$ cat src/rtl/bird_sprite_ctrl_if.sv
// Scan, ROM and colour-output signals of the bird sprite controller.
// The DUT takes the slave side; the scan generator/pixel mux the master side.
interface bird_sprite_ctrl_if;
    logic        frame_start;
    logic [9:0]  bird_x;
    logic [9:0]  bird_y;
    logic        pix_valid;
    logic [9:0]  pix_x;
    logic [9:0]  pix_y;
    logic [4:0]  rom_row;
    logic [4:0]  rom_col;
    logic [11:0] rom_pixel;
    logic [11:0] rgb_out;
    logic        rgb_valid;
    logic [9:0]  frame_pixels;

    modport master (
        output frame_start, bird_x, bird_y,
        output pix_valid, pix_x, pix_y, rom_pixel,
        input  rom_row, rom_col,
        input  rgb_out, rgb_valid, frame_pixels
    );

    modport slave (
        input  frame_start, bird_x, bird_y,
        input  pix_valid, pix_x, pix_y, rom_pixel,
        output rom_row, rom_col,
        output rgb_out, rgb_valid, frame_pixels
    );
endinterface

$ cat src/rtl/bird_sprite_ctrl.sv
// Bird sprite ROM sequencer: box test, ROM addressing, 2-cycle colour pipe.
// Optional BIRD_KEY_EN: treat KEY_COLOR ROM pixels as transparent.
module bird_sprite_ctrl #(
    parameter int          SPRITE_W  = 24,
    parameter int          SPRITE_H  = 24,
    parameter logic [11:0] KEY_COLOR = 12'hF0F
) (
    input logic               clk,
    input logic               reset,
    bird_sprite_ctrl_if.slave bus
);

    logic [9:0]  lat_x;
    logic [9:0]  lat_y;
    logic        v1;
    logic        v2;
    logic [9:0]  cnt;
    logic [9:0]  cnt_next;
    logic [10:0] x_end;
    logic [10:0] y_end;
    logic        in_box;
    logic        opaque;
    logic [4:0]  dx;
    logic [4:0]  dy;

    // 11-bit box ends so a sprite near column/row 1023 clips instead of wrapping
    assign x_end = {1'b0, lat_x} + 11'(SPRITE_W);
    assign y_end = {1'b0, lat_y} + 11'(SPRITE_H);

    assign in_box = bus.pix_valid
                 && (bus.pix_x >= lat_x)
                 && ({1'b0, bus.pix_x} < x_end)
                 && (bus.pix_y >= lat_y)
                 && ({1'b0, bus.pix_y} < y_end);

    assign dx = 5'(bus.pix_x - lat_x);
    assign dy = 5'(bus.pix_y - lat_y);

`ifdef BIRD_KEY_EN
    assign opaque = v2 && (bus.rom_pixel != KEY_COLOR);
`else
    assign opaque = v2;
`endif

    assign cnt_next = (opaque && (cnt != 10'd1023)) ? cnt + 10'd1 : cnt;

    always_ff @(posedge clk or posedge reset) begin
        if (reset) begin
            lat_x            <= '0;
            lat_y            <= '0;
            v1               <= 1'b0;
            v2               <= 1'b0;
            bus.rom_row      <= '0;
            bus.rom_col      <= '0;
            bus.rgb_out      <= '0;
            bus.rgb_valid    <= 1'b0;
            cnt              <= '0;
            bus.frame_pixels <= '0;
        end else begin
            if (bus.frame_start) begin
                lat_x <= bus.bird_x;
                lat_y <= bus.bird_y;
            end

            v1 <= in_box;
            if (in_box) begin
                bus.rom_row <= dy;
                bus.rom_col <= dx;
            end

            v2            <= v1;
            bus.rgb_out   <= opaque ? bus.rom_pixel : 12'h000;
            bus.rgb_valid <= opaque;

            // a pixel landing on the frame_start edge still belongs to the old frame
            if (bus.frame_start) begin
                bus.frame_pixels <= cnt_next;
                cnt              <= '0;
            end else begin
                cnt <= cnt_next;
            end
        end
    end

endmodule

$ cat src/flat_wrapper.sv
// flat-port wrapper written by rule: the top's interface ports become plain ports
module bird_sprite_ctrl_flat 
#(
    parameter int          SPRITE_W  = 24,
    parameter int          SPRITE_H  = 24,
    parameter logic [11:0] KEY_COLOR = 12'hF0F
)
  (clk, reset, bus_frame_start, bus_bird_x, bus_bird_y, bus_pix_valid, bus_pix_x, bus_pix_y, bus_rom_pixel, bus_rom_row, bus_rom_col, bus_rgb_out, bus_rgb_valid, bus_frame_pixels);
  bird_sprite_ctrl_if bus_i ();
  input logic clk;
  input logic reset;
  input wire logic [$bits(bus_i.frame_start)-1:0] bus_frame_start;
  input wire logic [$bits(bus_i.bird_x)-1:0] bus_bird_x;
  input wire logic [$bits(bus_i.bird_y)-1:0] bus_bird_y;
  input wire logic [$bits(bus_i.pix_valid)-1:0] bus_pix_valid;
  input wire logic [$bits(bus_i.pix_x)-1:0] bus_pix_x;
  input wire logic [$bits(bus_i.pix_y)-1:0] bus_pix_y;
  input wire logic [$bits(bus_i.rom_pixel)-1:0] bus_rom_pixel;
  output wire logic [$bits(bus_i.rom_row)-1:0] bus_rom_row;
  output wire logic [$bits(bus_i.rom_col)-1:0] bus_rom_col;
  output wire logic [$bits(bus_i.rgb_out)-1:0] bus_rgb_out;
  output wire logic [$bits(bus_i.rgb_valid)-1:0] bus_rgb_valid;
  output wire logic [$bits(bus_i.frame_pixels)-1:0] bus_frame_pixels;
  assign bus_i.frame_start = bus_frame_start;
  assign bus_i.bird_x = bus_bird_x;
  assign bus_i.bird_y = bus_bird_y;
  assign bus_i.pix_valid = bus_pix_valid;
  assign bus_i.pix_x = bus_pix_x;
  assign bus_i.pix_y = bus_pix_y;
  assign bus_i.rom_pixel = bus_rom_pixel;
  assign bus_rom_row = bus_i.rom_row;
  assign bus_rom_col = bus_i.rom_col;
  assign bus_rgb_out = bus_i.rgb_out;
  assign bus_rgb_valid = bus_i.rgb_valid;
  assign bus_frame_pixels = bus_i.frame_pixels;
  bird_sprite_ctrl #(.SPRITE_W(SPRITE_W), .SPRITE_H(SPRITE_H), .KEY_COLOR(KEY_COLOR)) u_core (.clk(clk), .reset(reset), .bus(bus_i));
endmodule
$ cat config.mk
export PLATFORM = sky130hd
export DESIGN_NAME = bird_sprite_ctrl_flat
export DESIGN_NICKNAME = d
export VERILOG_FILES = /design/src/rtl/bird_sprite_ctrl_if.sv /design/src/rtl/bird_sprite_ctrl.sv /design/src/flat_wrapper.sv
export SDC_FILE = /design/constraint.sdc
export NUM_CORES = 1
export LEC_CHECK = 0
export ABC_AREA = 1
export CAP_MARGIN = 20
export CORE_ASPECT_RATIO = 0.5
export CORE_UTILIZATION = 45
export CTS_CLUSTER_DIAMETER = 200
export DETAILED_ROUTE_END_ITERATION = 8
export GPL_TIMING_DRIVEN = 0
export PLACE_DENSITY_LB_ADDON = 0.3
export SYNTH_ARGS = -nofsm -noshare
export SYNTH_HDL_FRONTEND = slang
export SYNTH_SLANG_ARGS = --single-unit
$ cat constraint.sdc
create_clock -name clk -period 2.6 [get_ports clk]
set_clock_uncertainty 0.2 [all_clocks]
set_input_delay 0.39 -clock clk [delete_from_list [all_inputs] [get_ports clk]]
set_output_delay 0.39 -clock clk [all_outputs]
set_load 0.02 [all_outputs]
# ---- Yosys cells after proc, flatten, opt, wreduce, memory -nomap -nowiden
# Index checks and enable logic that the tools add are counted.
dict set report op_classes {
  add_sub_neg 5
  order_cmp 4
  eq_ne 1
  n_mux 3
  reduce_logical 5
}
# cell n
set op_table {}
lappend op_table {{$add A10 B5 Y11 const B} 2}
lappend op_table {{$lt A10 B11 Y1} 2}
lappend op_table {{$ge A10 B10 Y1} 2}
lappend op_table {{$mux W10} 2}
lappend op_table {{$mux W12} 1}
lappend op_table {{$add A10 B1 Y10 const B} 1}
lappend op_table {{$ne A10 B10 Y1 const B} 1}
lappend op_table {{$sub A5 B5 Y5} 2}
lappend op_table {{$logic_and A1 B1 Y1} 5}
dict set report word_totals {
  regBits 65
  input_bits 56
  output_inout_bits 33
  elab_cells 28
}

# ---- Logic depth before layout (Yosys ltp)
dict set report depth {
  depth_word 5
  mapped_depth 19
  depth_no_buf 18
}

# ---- Worst setup path before layout
# OpenSTA, ideal clock, no wires.
dict set report synth_timing {
  path_type {register to register}
  from {register u_core.lat_x[3]}
  to {register u_core.bus.rom_col[0]}
  setup_time_ns 0.117
  t_arrival_ns 2.225
  required_ns 2.283
  setup_slack_ns 0.058
  path_stages_with_launch 17
  n_path_buf 1
  period_less_slack_ns 2.542
  path_cell_list {dfrtp_1 > inv_1 > ha_1 > or2_2 > nor3_1 > xor2_1 > ha_1 > and3_1 > nand2_1 > nor2_1 > nand2_1 > nand2_1 > nor2_1 > nand2_1 > buf_6 > nand2_1 > nand2_1}
}
dict set report synth_between {
  elab_chain_cells 5
  elab_cells_between_ends 7
  classes_between {add/sub (1); order compare (2); reduce/logical (4)}
}
# item line
set synth_lines {}
lappend synth_lines {{start, declared} bird_sprite_ctrl.sv:13} ;# logic [9:0] lat_x;
lappend synth_lines {{start signal, assigned} bird_sprite_ctrl.sv:61} ;# lat_x <= bus.bird_x;
lappend synth_lines {{$add A10 B5 Y11 / $ge A10 B10 Y1 (equally long branches)} {bird_sprite_ctrl.sv:27, bird_sprite_ctrl.sv:31}}
lappend synth_lines {{$lt A10 B11 Y1 / $logic_and A1 B1 Y1 (equally long branches)} {bird_sprite_ctrl.sv:32, bird_sprite_ctrl.sv:31}}
lappend synth_lines {{$logic_and A1 B1 Y1 *} bird_sprite_ctrl.sv:32} ;# && ({1'b0, bus.pix_x} < x_end)
lappend synth_lines {{$logic_and A1 B1 Y1 *} bird_sprite_ctrl.sv:33} ;# && (bus.pix_y >= lat_y)
lappend synth_lines {{$logic_and A1 B1 Y1 *} bird_sprite_ctrl.sv:34} ;# && ({1'b0, bus.pix_y} < y_end);
lappend synth_lines {{end signal, assigned} bird_sprite_ctrl.sv:54} ;# bus.rom_col <= '0;
lappend synth_lines {{end signal, assigned} bird_sprite_ctrl.sv:68} ;# bus.rom_col <= dx;
lappend synth_lines {{end, declared} bird_sprite_ctrl_if.sv:27} ;# output rom_row, rom_col,
# Every way passes the cells marked *; elsewhere a longest branch is shown, timed or not.
# A chain may end at the register's enable or synchronous reset.

# ---- Worst setup path after layout
dict set report layout_timing {
  from {register u_core.lat_x[3]}
  to {register u_core.bus.rom_row[2]}
}
dict set report layout_between {
  elab_chain_cells 5
  elab_cells_between_ends 7
  classes_between {add/sub (1); order compare (2); reduce/logical (4)}
}
# item line
set layout_lines {}
lappend layout_lines {{$add A10 B5 Y11 / $ge A10 B10 Y1 (equally long branches)} {bird_sprite_ctrl.sv:27, bird_sprite_ctrl.sv:31}}
lappend layout_lines {{$lt A10 B11 Y1 / $logic_and A1 B1 Y1 (equally long branches)} {bird_sprite_ctrl.sv:32, bird_sprite_ctrl.sv:31}}
lappend layout_lines {{$logic_and A1 B1 Y1 *} bird_sprite_ctrl.sv:32}
lappend layout_lines {{$logic_and A1 B1 Y1 *} bird_sprite_ctrl.sv:33}
lappend layout_lines {{$logic_and A1 B1 Y1 *} bird_sprite_ctrl.sv:34}
lappend layout_lines {{end signal, assigned} bird_sprite_ctrl.sv:67} ;# bus.rom_row <= dy;
lappend layout_lines {{end, declared} bird_sprite_ctrl_if.sv:27}
# Marks and branches as above.

==> reports/qor.csv <==
metric,value,unit
status,completed,
cts_buffer_depth,2,
n_antenna_cell,0,
power_density,661,nW/um^2
critical_path_required,2.62,ns
final_nets,679,
min_period,2.56,ns
ys.flop_type,dfrtp_1,
rows,23,
fin_crit_sh,0.984,
drc,0,
clock_sinks,65,
end_kind,flop,
crit_arrival,2.58,ns
die_h,66.9,um
first_pass_iters,4,
syn_to_final_growth,40.9,%
fmax,391,MHz
synth_nets,572,
numCtsBuffers,9,
root_buffer,clkbuf_16,
ant_nets,0,
synth-edff-count,0,
vias,3280,
dr_wl_met2,4.27,mm
power,0.00353,W
crit_path_start_kind,flop,
cts_max_level,3,
synth.top_cell.area_share,0.429,
portBuffers,87,
setup_viol,0,
vias_per_cell,4.68,
wl,8.95,mm
finish.utilization,0.660,
hold_viol,0,
coreArea,8090,sq um
wl_met3,477,um
leakagePower,2.70,nW
place_inst,677,
rsz0062_at_grt,true,
layout-drive-gt1-share,0.112,
pin_count,89,
wire_per_inst,12.8,um
synth_seq_cells,65,
die_w,132,um
ir_worst_vdd,0.431,mV
seq_area_frac_synth,0.429,
synthTopCellsByArea,"dfrtp_1, nand2_1, ha_1",
instances_no_fill,701,
top_layer_used,met4,
path_class,flop to flop,
grt_first_pass_wirelength,14.3,mm
whs,0.146,ns
dpl.hpwl,6.35,mm
die_area,8820,sq um
cap_violations,0,
antenna_found_initial,0,
synth_cells,477,
report.final.slew_viol_count,0,
drtIter0Drc,97,
ys_types,29,
initial_core_util,0.469,
r2r_slack,0.04,ns
max_slew_margin,0.527,
synth_top_cells_by_count,"nand2_1, dfrtp_1, inv_1",
wl_met1,4.07,mm
synth_most_common_cell,nand2_1,
grt_max_degree,35,
clk_latency,0.34,ns
hp-class,flop to flop,
worst_pin_slew,0.709,ns
yosys_warnings,0,
synth_area_leader_cell,dfrtp_1,
cts_tree,yes,
async_flop_share,1.00,
first_global_vias,3166,
grt_use_total,0.214,
clkTransAtPathRegs,0.06,ns
overflow,0,
synth.avg_cell_area,7.95,sq um
syn_area,3790,sq um
gp_congestion,0.900,
crit_path_max_fanout,5,
repair_timing:
action                                  CTS  global route
endpoints found under the setup margin   11            11
resized for setup                        14            28
gates cloned                              1             0
setup buffers                             4             3
pin swaps                                10            10
hold buffers                              0             0
critical path, cell delays in order, from the launching register on:
cell and delay, ns:
dfrtp_1 0.35, inv_2 0.06, ha_4 0.16, or2_4 0.25
buf_6 0.13, o21ai_2 0.09, o21ai_1 0.08, ha_2 0.25
and3_4 0.18, nand2_2 0.06, nor2_2 0.03, nand2_1 0.06
nand2_2 0.07, nor2_4 0.11, nand2_2 0.09, buf_6 0.14
nand2_1 0.06, nand2_1 0.06
layout by cell type (no fill, tap or decap), types with 2 or more instances in the layout:
| cell | instances |
|---|---|
| a21oi_1 | 8 |
| clkbuf_16 | 9 |
| inv_1 | 58 |
| dfrtp_1 | 65 |
| nand3b_1 | 3 |
| clkinvlp_4 | 2 |
| nor2_4 | 2 |
| o21ai_1 | 2 |
| nand2_1 | 141 |
| bufinv_16 | 2 |
| o21ai_0 | 27 |
| xnor2_1 | 4 |
| inv_6 | 2 |
| nand2_2 | 8 |
| nand3_1 | 27 |
| buf_6 | 4 |
| buf_4 | 7 |
| nor2_2 | 3 |
| fa_1 | 2 |
| inv_2 | 8 |
| nor3_1 | 3 |
| and3_1 | 2 |
| xor2_1 | 16 |
| clkbuf_1 | 8 |
| or2_2 | 2 |
| nor2_1 | 33 |
| nor3_4 | 2 |
| ha_1 | 34 |
| clkdlybuf4s50_1 | 87 |
| ha_4 | 2 |
| nand3_2 | 4 |
routing by layer:
layer,vias to the layer above,track usage
li1,1697,-
met1,1509,0.244
met2,62,0.385
met3,12,0.0685
met4,0,0.0741
met5,-,0
state kept, by name, summed over array words and instances (netlist names):
name and cells:
u_core.lat_x 10, u_core.bus.rgb_valid 1, u_core.v1 1, u_core.cnt 10
u_core.lat_y 10, u_core.bus.rom_row 5, u_core.bus.rgb_out 12, u_core.opaque 1
u_core.bus.frame_pixels 10, u_core.bus.rom_col 5
stage by stage:
stage / TNS (ns) / setup slack (ns) / area (sq um)
after CTS: 0 / 0.00000244 / 5220
final: 0 / 0.0409 / 5340
after detailed placement: -1.66 / -0.168 / 4820
after global placement: -51.45 / -0.775 / 4800
after global routing: -0.744 / -0.0942 / 5340
after floorplan: 0 / 0.0576 / 3790
final timing paths:
check	from	endpoint	cells past startpoint
max in group asynchronous	reset	u_core.cnt[4]	3
min	u_core.v1	u_core.opaque	0
max	u_core.lat_x[3]	u_core.bus.rom_row[2]	17
min reg2reg	u_core.v1	u_core.opaque	0
max reg2reg	u_core.lat_x[3]	u_core.bus.rom_row[2]	17
min in group asynchronous	reset	u_core.lat_x[5]	2
cell families (layout without fill, tap and decap cells):
kind of cell,count (synthesis),after routing,synth area share
buffers and inverters,79,191,0.0822
adders and majority gates,39,39,0.133
and+or+nand+nor,234,234,0.256
xor gates and xnor gates,20,20,0.0462
AOI/OAI and AO/OA,40,40,0.0541
DFF,65,65,0.429
where the power goes:
part / internal (W) / switching [W] / leakage, nW
clock network: 0.000847 / 0.000474 / 0.153
registers: 0.00114 / 0.0000861 / 0.856
logic: 0.000464 / 0.000522 / 1.69
total: 0.00245 / 0.00108 / 2.70
final cells by class:
class                   count  area [sq um]
fillers                   671          2750
multi-input cells         333          1970
flip-flops and latches     65          1630
repair buffers             96           958
inverters                  68           258
clock buffers               9           225
well taps                 112           140
clock inverters             7           101
plain buffers              11          60.1
(Power assumes the default switching activity.)
